$ cat src/rtl/random_word_harvester_pkg.sv
// Shared types for the random word harvester: debiaser pair-phase encoding.
package random_word_harvester_pkg;

    typedef enum logic {
        ST_FIRST  = 1'b0,
        ST_SECOND = 1'b1
    } deb_state_t;

endpackage

$ cat src/rtl/von_neumann_debiaser.sv
// Von Neumann extractor: consumes raw bits in pairs, emits the first bit of every unequal pair.
//
// state     | meaning
// ST_FIRST  | waiting for the first bit of a pair
// ST_SECOND | holding bit a, next enabled bit completes the pair
module von_neumann_debiaser
    import random_word_harvester_pkg::*;
(
    input  logic clk,
    input  logic rst_n,
    input  logic enable,
    input  logic in_bit,
    output logic out_valid,
    output logic out_bit
);

    deb_state_t state;
    logic       bit_a;

    always_ff @(posedge clk or negedge rst_n) begin
        if (!rst_n) begin
            state <= ST_FIRST;
            bit_a <= 1'b0;
        end else if (enable) begin
            if (state == ST_FIRST) begin
                bit_a <= in_bit;
                state <= ST_SECOND;
            end else begin
                state <= ST_FIRST;
            end
        end
    end

    // Emission is decided on the completing tick so the packer can take the bit on that same edge.
    assign out_valid = enable && (state == ST_SECOND) && (bit_a != in_bit);
    assign out_bit   = bit_a;

endmodule

$ cat src/rtl/random_word_harvester.sv
// Samples an asynchronous entropy bit, debiases it, packs accepted bits into words
// and offers them on a valid/ready port, guarded by a sticky repetition-count check.
module random_word_harvester
    import random_word_harvester_pkg::*;
#(
    parameter int WORD_WIDTH     = 32,
    parameter int SAMPLE_DIVIDER = 4,
    parameter int REPEAT_LIMIT   = 32
) (
    input  logic                  clk,
    input  logic                  rst_n,
    input  logic                  metastable,
    output logic [WORD_WIDTH-1:0] word,
    output logic                  word_valid,
    input  logic                  word_ready,
    output logic                  health_fail
);

    localparam int DIV_W = (SAMPLE_DIVIDER > 1) ? $clog2(SAMPLE_DIVIDER) : 1;
    localparam int BIT_W = $clog2(WORD_WIDTH + 1);
    localparam int REP_W = $clog2(REPEAT_LIMIT + 1);

    localparam logic [DIV_W-1:0] DIV_LOAD = DIV_W'(SAMPLE_DIVIDER - 1);
    localparam logic [BIT_W-1:0] BIT_FULL = BIT_W'(WORD_WIDTH);
    localparam logic [BIT_W-1:0] BIT_ONE  = BIT_W'(1);
    localparam logic [REP_W-1:0] REP_MAX  = REP_W'(REPEAT_LIMIT);
    localparam logic [REP_W-1:0] REP_ONE  = REP_W'(1);

    logic                  sync0;
    logic                  sync1;
    logic [DIV_W-1:0]      div_cnt;
    logic                  tick;
    logic                  prev_sample;
    logic [REP_W-1:0]      rep_cnt;
    logic [REP_W-1:0]      rep_next;
    logic                  trip;
    logic                  fail;
    logic [WORD_WIDTH-1:0] shreg;
    logic [BIT_W-1:0]      bit_cnt;
    logic                  full;
    logic                  transfer;
    logic                  stall;
    logic                  enable;
    logic                  emit_valid;
    logic                  emit_bit;

    always_ff @(posedge clk or negedge rst_n) begin
        if (!rst_n) begin
            sync0 <= 1'b0;
            sync1 <= 1'b0;
        end else begin
            sync0 <= metastable;
            sync1 <= sync0;
        end
    end

    // Down-counter loaded with SAMPLE_DIVIDER-1 so the first tick lands SAMPLE_DIVIDER-1 cycles after reset.
    assign tick = (div_cnt == '0);

    always_ff @(posedge clk or negedge rst_n) begin
        if (!rst_n)
            div_cnt <= DIV_LOAD;
        else if (tick)
            div_cnt <= DIV_LOAD;
        else
            div_cnt <= div_cnt - 1'b1;
    end

    always_comb begin
        rep_next = REP_ONE;
        if (sync1 == prev_sample)
            rep_next = (rep_cnt == REP_MAX) ? rep_cnt : rep_cnt + 1'b1;
    end

    assign trip = tick && (rep_next == REP_MAX);
    assign fail = health_fail || trip;

    always_ff @(posedge clk or negedge rst_n) begin
        if (!rst_n) begin
            prev_sample <= 1'b0;
            rep_cnt     <= '0;
            health_fail <= 1'b0;
        end else if (tick) begin
            prev_sample <= sync1;
            rep_cnt     <= rep_next;
            if (trip)
                health_fail <= 1'b1;
        end
    end

    assign full     = (bit_cnt == BIT_FULL);
    assign transfer = full && (!word_valid || word_ready) && !fail;
    assign stall    = full && !transfer;
    assign enable   = tick && !stall && !fail;

    von_neumann_debiaser u_debiaser (
        .clk       (clk),
        .rst_n     (rst_n),
        .enable    (enable),
        .in_bit    (sync1),
        .out_valid (emit_valid),
        .out_bit   (emit_bit)
    );

    // A bit may arrive on the same edge the full register drains, so it seeds the next word.
    always_ff @(posedge clk or negedge rst_n) begin
        if (!rst_n) begin
            shreg   <= '0;
            bit_cnt <= '0;
        end else begin
            if (emit_valid)
                shreg <= {shreg[WORD_WIDTH-2:0], emit_bit};
            if (transfer)
                bit_cnt <= emit_valid ? BIT_ONE : '0;
            else if (emit_valid)
                bit_cnt <= bit_cnt + 1'b1;
        end
    end

    always_ff @(posedge clk or negedge rst_n) begin
        if (!rst_n) begin
            word       <= '0;
            word_valid <= 1'b0;
        end else if (fail) begin
            word_valid <= 1'b0;
        end else if (transfer) begin
            word       <= shreg;
            word_valid <= 1'b1;
        end else if (word_valid && word_ready) begin
            word_valid <= 1'b0;
        end
    end

endmodule

$ cat config.mk
export PLATFORM = sky130hd
export DESIGN_NAME = random_word_harvester
export DESIGN_NICKNAME = d
export VERILOG_FILES = /design/src/rtl/random_word_harvester_pkg.sv /design/src/rtl/von_neumann_debiaser.sv /design/src/rtl/random_word_harvester.sv
export SDC_FILE = /design/constraint.sdc
export NUM_CORES = 1
export LEC_CHECK = 0
export BUFFER_PORTS_ARGS = -buffer_cell sky130_fd_sc_hd__buf_2
export CORE_MARGIN = 2
export CORE_UTILIZATION = 40
export DETAILED_ROUTE_END_ITERATION = 8
export MAX_ROUTING_LAYER = met4
export PLACE_DENSITY = 0.57
export SLEW_MARGIN = 20
export SYNTH_ARGS = -nofsm -noshare
export SYNTH_HDL_FRONTEND = slang
export SYNTH_SLANG_ARGS = --single-unit
$ cat constraint.sdc
create_clock -name clk -period 2.4 [get_ports clk]
set_input_delay 0.12 -clock clk [delete_from_list [all_inputs] [get_ports clk]]
set_output_delay 0.12 -clock clk [all_outputs]
set_load 0.1 [all_outputs]
==> flow_metrics.env <==
export IMPL_path_clk_slew_ns=0.09
export IMPL_critPathRequiredTime_ns=2.64
export IMPL_syn_nets=264
export IMPL_cp_end_kind="flop"
export IMPL_worstSkewPairLatency_ns=0.35
export IMPL_path_cells="inv_1 > ha_1 > nand3b_1 > a311oi_1 > a211o_1 > a21o_2 > buf_12 > mux2_4"
export IMPL_die_w_um=99.82
export IMPL_clock_fmax_ghz=0.4344
export IMPL_crit_buf_inv=2
export IMPL_first_pass_iters=4
export IMPL_synth_cell_area_sq_um=3672
export IMPL_cts_sinks=85
export IMPL_synth_top_area_cell="dfrtp_1"
export IMPL_yosysMostFrequentCell="dfrtp_1"
export IMPL_die_h_um=99.82
export IMPL_synth_edff_count=0
export IMPL_grt_ovfl_total=0
export IMPL_ys_top_cells_by_area="dfrtp_1 (57%), mux2_2 (13%), mux2_4 (11%)"
export IMPL_cts_root_buf="clkbuf_8"
export IMPL_async_reset_ff_share_pct=100.0
export IMPL_grt_pass1_wl_mm=11.12
export IMPL_ir_drop_mv=0.3087
export IMPL_slowest_stage="dfrtp_2"
export IMPL_synth_ff_type="dfrtp_1"
export IMPL_start_util_pct=41.70
export IMPL_ios=38
export IMPL_synthesis_area_per_instance_sq_um=14.40
export IMPL_antenna_found_initial=0
export IMPL_yosys_register_bits=85
export IMPL_p_leak_nw=2.323
export IMPL_synth_common_cells="dfrtp_1 (83), mux2_2 (41), mux2_4 (26)"
export IMPL_gp_congestion=0.8432
export IMPL_worst_setup_path_type="flop to flop"
export IMPL_cts_made_buffers=9
export IMPL_pwr_density_cell_nw_per_um2=666.9
export IMPL_wl_per_cell_um=14.95
export IMPL_area_growth_synth_to_final_pct=17.10
export IMPL_clock_path_buffers=2
export IMPL_worst_hold_slack_ns=0.1181
export IMPL_vias=2132
export IMPL_drive_above_1_share_pct=47.00
export IMPL_cp_arrival_ns=2.54
export IMPL_portBuffers=37
export IMPL_netlist_instances=255
export IMPL_fp_row_count=34
export IMPL_grt_use_total_pct=14.60
export IMPL_finalClockSkew_ns=0.01206
export IMPL_tightest_slew_ns=0.5447
export IMPL_fin_util_pct=48.83
export IMPL_grt_pass1_vias=2245
export IMPL_maxCapViolCount=0
export IMPL_drt_iter0_markers=58
export IMPL_status="completed"
export IMPL_core_sq_um=8806
export IMPL_crit_path_max_fanout=16
export IMPL_crit_path_max_incr_delay_ns=0.43
export IMPL_grt_max_degree=45
export IMPL_setup_viol=0
export IMPL_hold_viol=0
export IMPL_synth_top_area_share_pct=56.56
export IMPL_fin_crit_sh_pct=95.92
export IMPL_yosys_warnings=0
export IMPL_ys_types=42
export IMPL_startpoint_type="flop"
export IMPL_yosysSeqAreaShare_pct=57.99
export IMPL_slew_violations=0
export IMPL_fp_dieArea_sq_um=9963
export IMPL_hp_class="input port to flop"
export IMPL_drt_total_wl_mm=6.352
export IMPL_slew_headroom_pct=63.69
export IMPL_htree_num_levels=3
export IMPL_hpwl_mm=4.329
export IMPL_drc=0
export IMPL_antenna_cells=0
export IMPL_drtAntennaViolNets=0
export IMPL_critical_path_top_delay_family="compound AO/OA/AOI/OAI gates"
export IMPL_period_minus_slack_ns=2.302
export IMPL_via_per_inst=5.016
export IMPL_nets=321
export IMPL_cts_tree="built"
[routing by layer]
layer	share of wire, %	routed length [um]	global-route usage, %	vias up
met1	50	3189	20.49	1072
met4	0.77	49	5.058	0
met2	46	2904	20.48	31
met5	0	0	-	-
li1	-	-	-	1023
met3	3.3	208	4.109	6
[final timing paths]
check                                             from                     end  slack [ns]  cells past startpoint
worst max-delay path            rep_cnt[0]$_DFFE_PN0P_   shreg[12]$_DFFE_PN0P_         0.1                      8
worst min-delay path                        word_ready  word_valid$_DFFE_PN0P_        0.12                      3
worst max register to register  rep_cnt[0]$_DFFE_PN0P_   shreg[12]$_DFFE_PN0P_         0.1                      8
worst min register to register         sync0$_DFF_PN0_         sync1$_DFF_PN0_        0.35                      0
max in group asynchronous                        rst_n  rep_cnt[1]$_DFFE_PN0P_        1.46                      3
min in group asynchronous                        rst_n     word[4]$_DFFE_PN0P_        0.29                      2
[power breakdown]
group	total, W	internal, W	switching, W
clock	0.00102	0.000486	0.000531
combinational	0.000279	0.000125	0.000154
sequential	0.00157	0.00149	0.0000786
total	0.00287	0.00210	0.000764
[cells in the final DEF (no fill, tap or decap), drive strengths merged, types with 2 or more instances in the layout]
cell,netlist,layout
dfrtp,83,83
mux2,67,67
buf,9,54
nand3,13,13
inv,9,10
o21ai,9,9
clkbuf,1,9
nand2,9,9
and3,6,6
nor2,5,5
ha,5,5
nor3,4,4
xor2,4,4
clkinv,0,3
nand2b,2,2
a311oi,2,2
xnor2,2,2
o31ai,2,2
nand4,2,2
a22o,2,2
clkinvlp,0,2
dfstp,2,2
dlygate4sd3,0,2
[per-stage QoR]
| step | worst slack, ns | total power, W | setup TNS [ns] | instances | area, sq um |
|---|---|---|---|---|---|
| 2_1_floorplan | 0.01974 | 0.001748 | 0 | 255 | 3672 |
| 3_3_place_gp | 0.08470 | 0.001841 | 0 | 405 | 4054 |
| 3_5_place_dp | 0.05889 | 0.001856 | 0 | 405 | 4054 |
| 4_1_cts | 0.01851 | 0.002885 | 0 | 423 | 4273 |
| 5_1_grt | -0.00002287 | 0.003020 | -0.00002287 | 425 | 4300 |
| 6_report | 0.09803 | 0.002868 | 0 | 425 | 4300 |
[state kept, by name, indices dropped and copies added, names as in the netlist]
signal and flops:
prev_sample 1, health_fail 1, bit_cnt 6, shreg 32, word 32, word_valid 1
u_debiaser.state 1, u_debiaser.out_bit 1, rep_cnt 6, sync1 1, div_cnt 2, sync0 1
[worst register-to-register path: cells and delay by family, from the launching register on]
family / cells / cell delay [ns]
multiplexers: 1 / 0.33
adder cells (fa/ha/maj): 1 / 0.34
AO/OA/AOI/OAI: 3 / 0.65
buffers and inverters: 2 / 0.28
flip-flops: 1 / 0.43
AND/OR/NAND/NOR: 1 / 0.17
[timing repair]
item                                    4_1_cts  5_1_grt
hold buffers                                  2        0
endpoints found under the hold margin        42        0
endpoints found under the setup margin        0       65
resized for setup                             0        4
setup buffers                                 0        2
[cell type report]
cell class                      count  area, sq um
Clock inverter                      7        75.07
Clock buffer                        9        123.9
Multi-Input combinational cell    151         1428
Sequential cell                    85         2132
Tap cell                          108        135.1
Timing Repair Buffer               56        372.9
Fill cell                         779         4506
Inverter                            9        33.78
[cells by family after synthesis]
family	share of synthesized area (%)
simple gates	7.224
flops	57.99
fa+ha+maj	1.704
compound gates	4.804
xor+xnor	1.636
buf+inv	3.441
mux	23.20
Power figures use the tool's default switching activity.
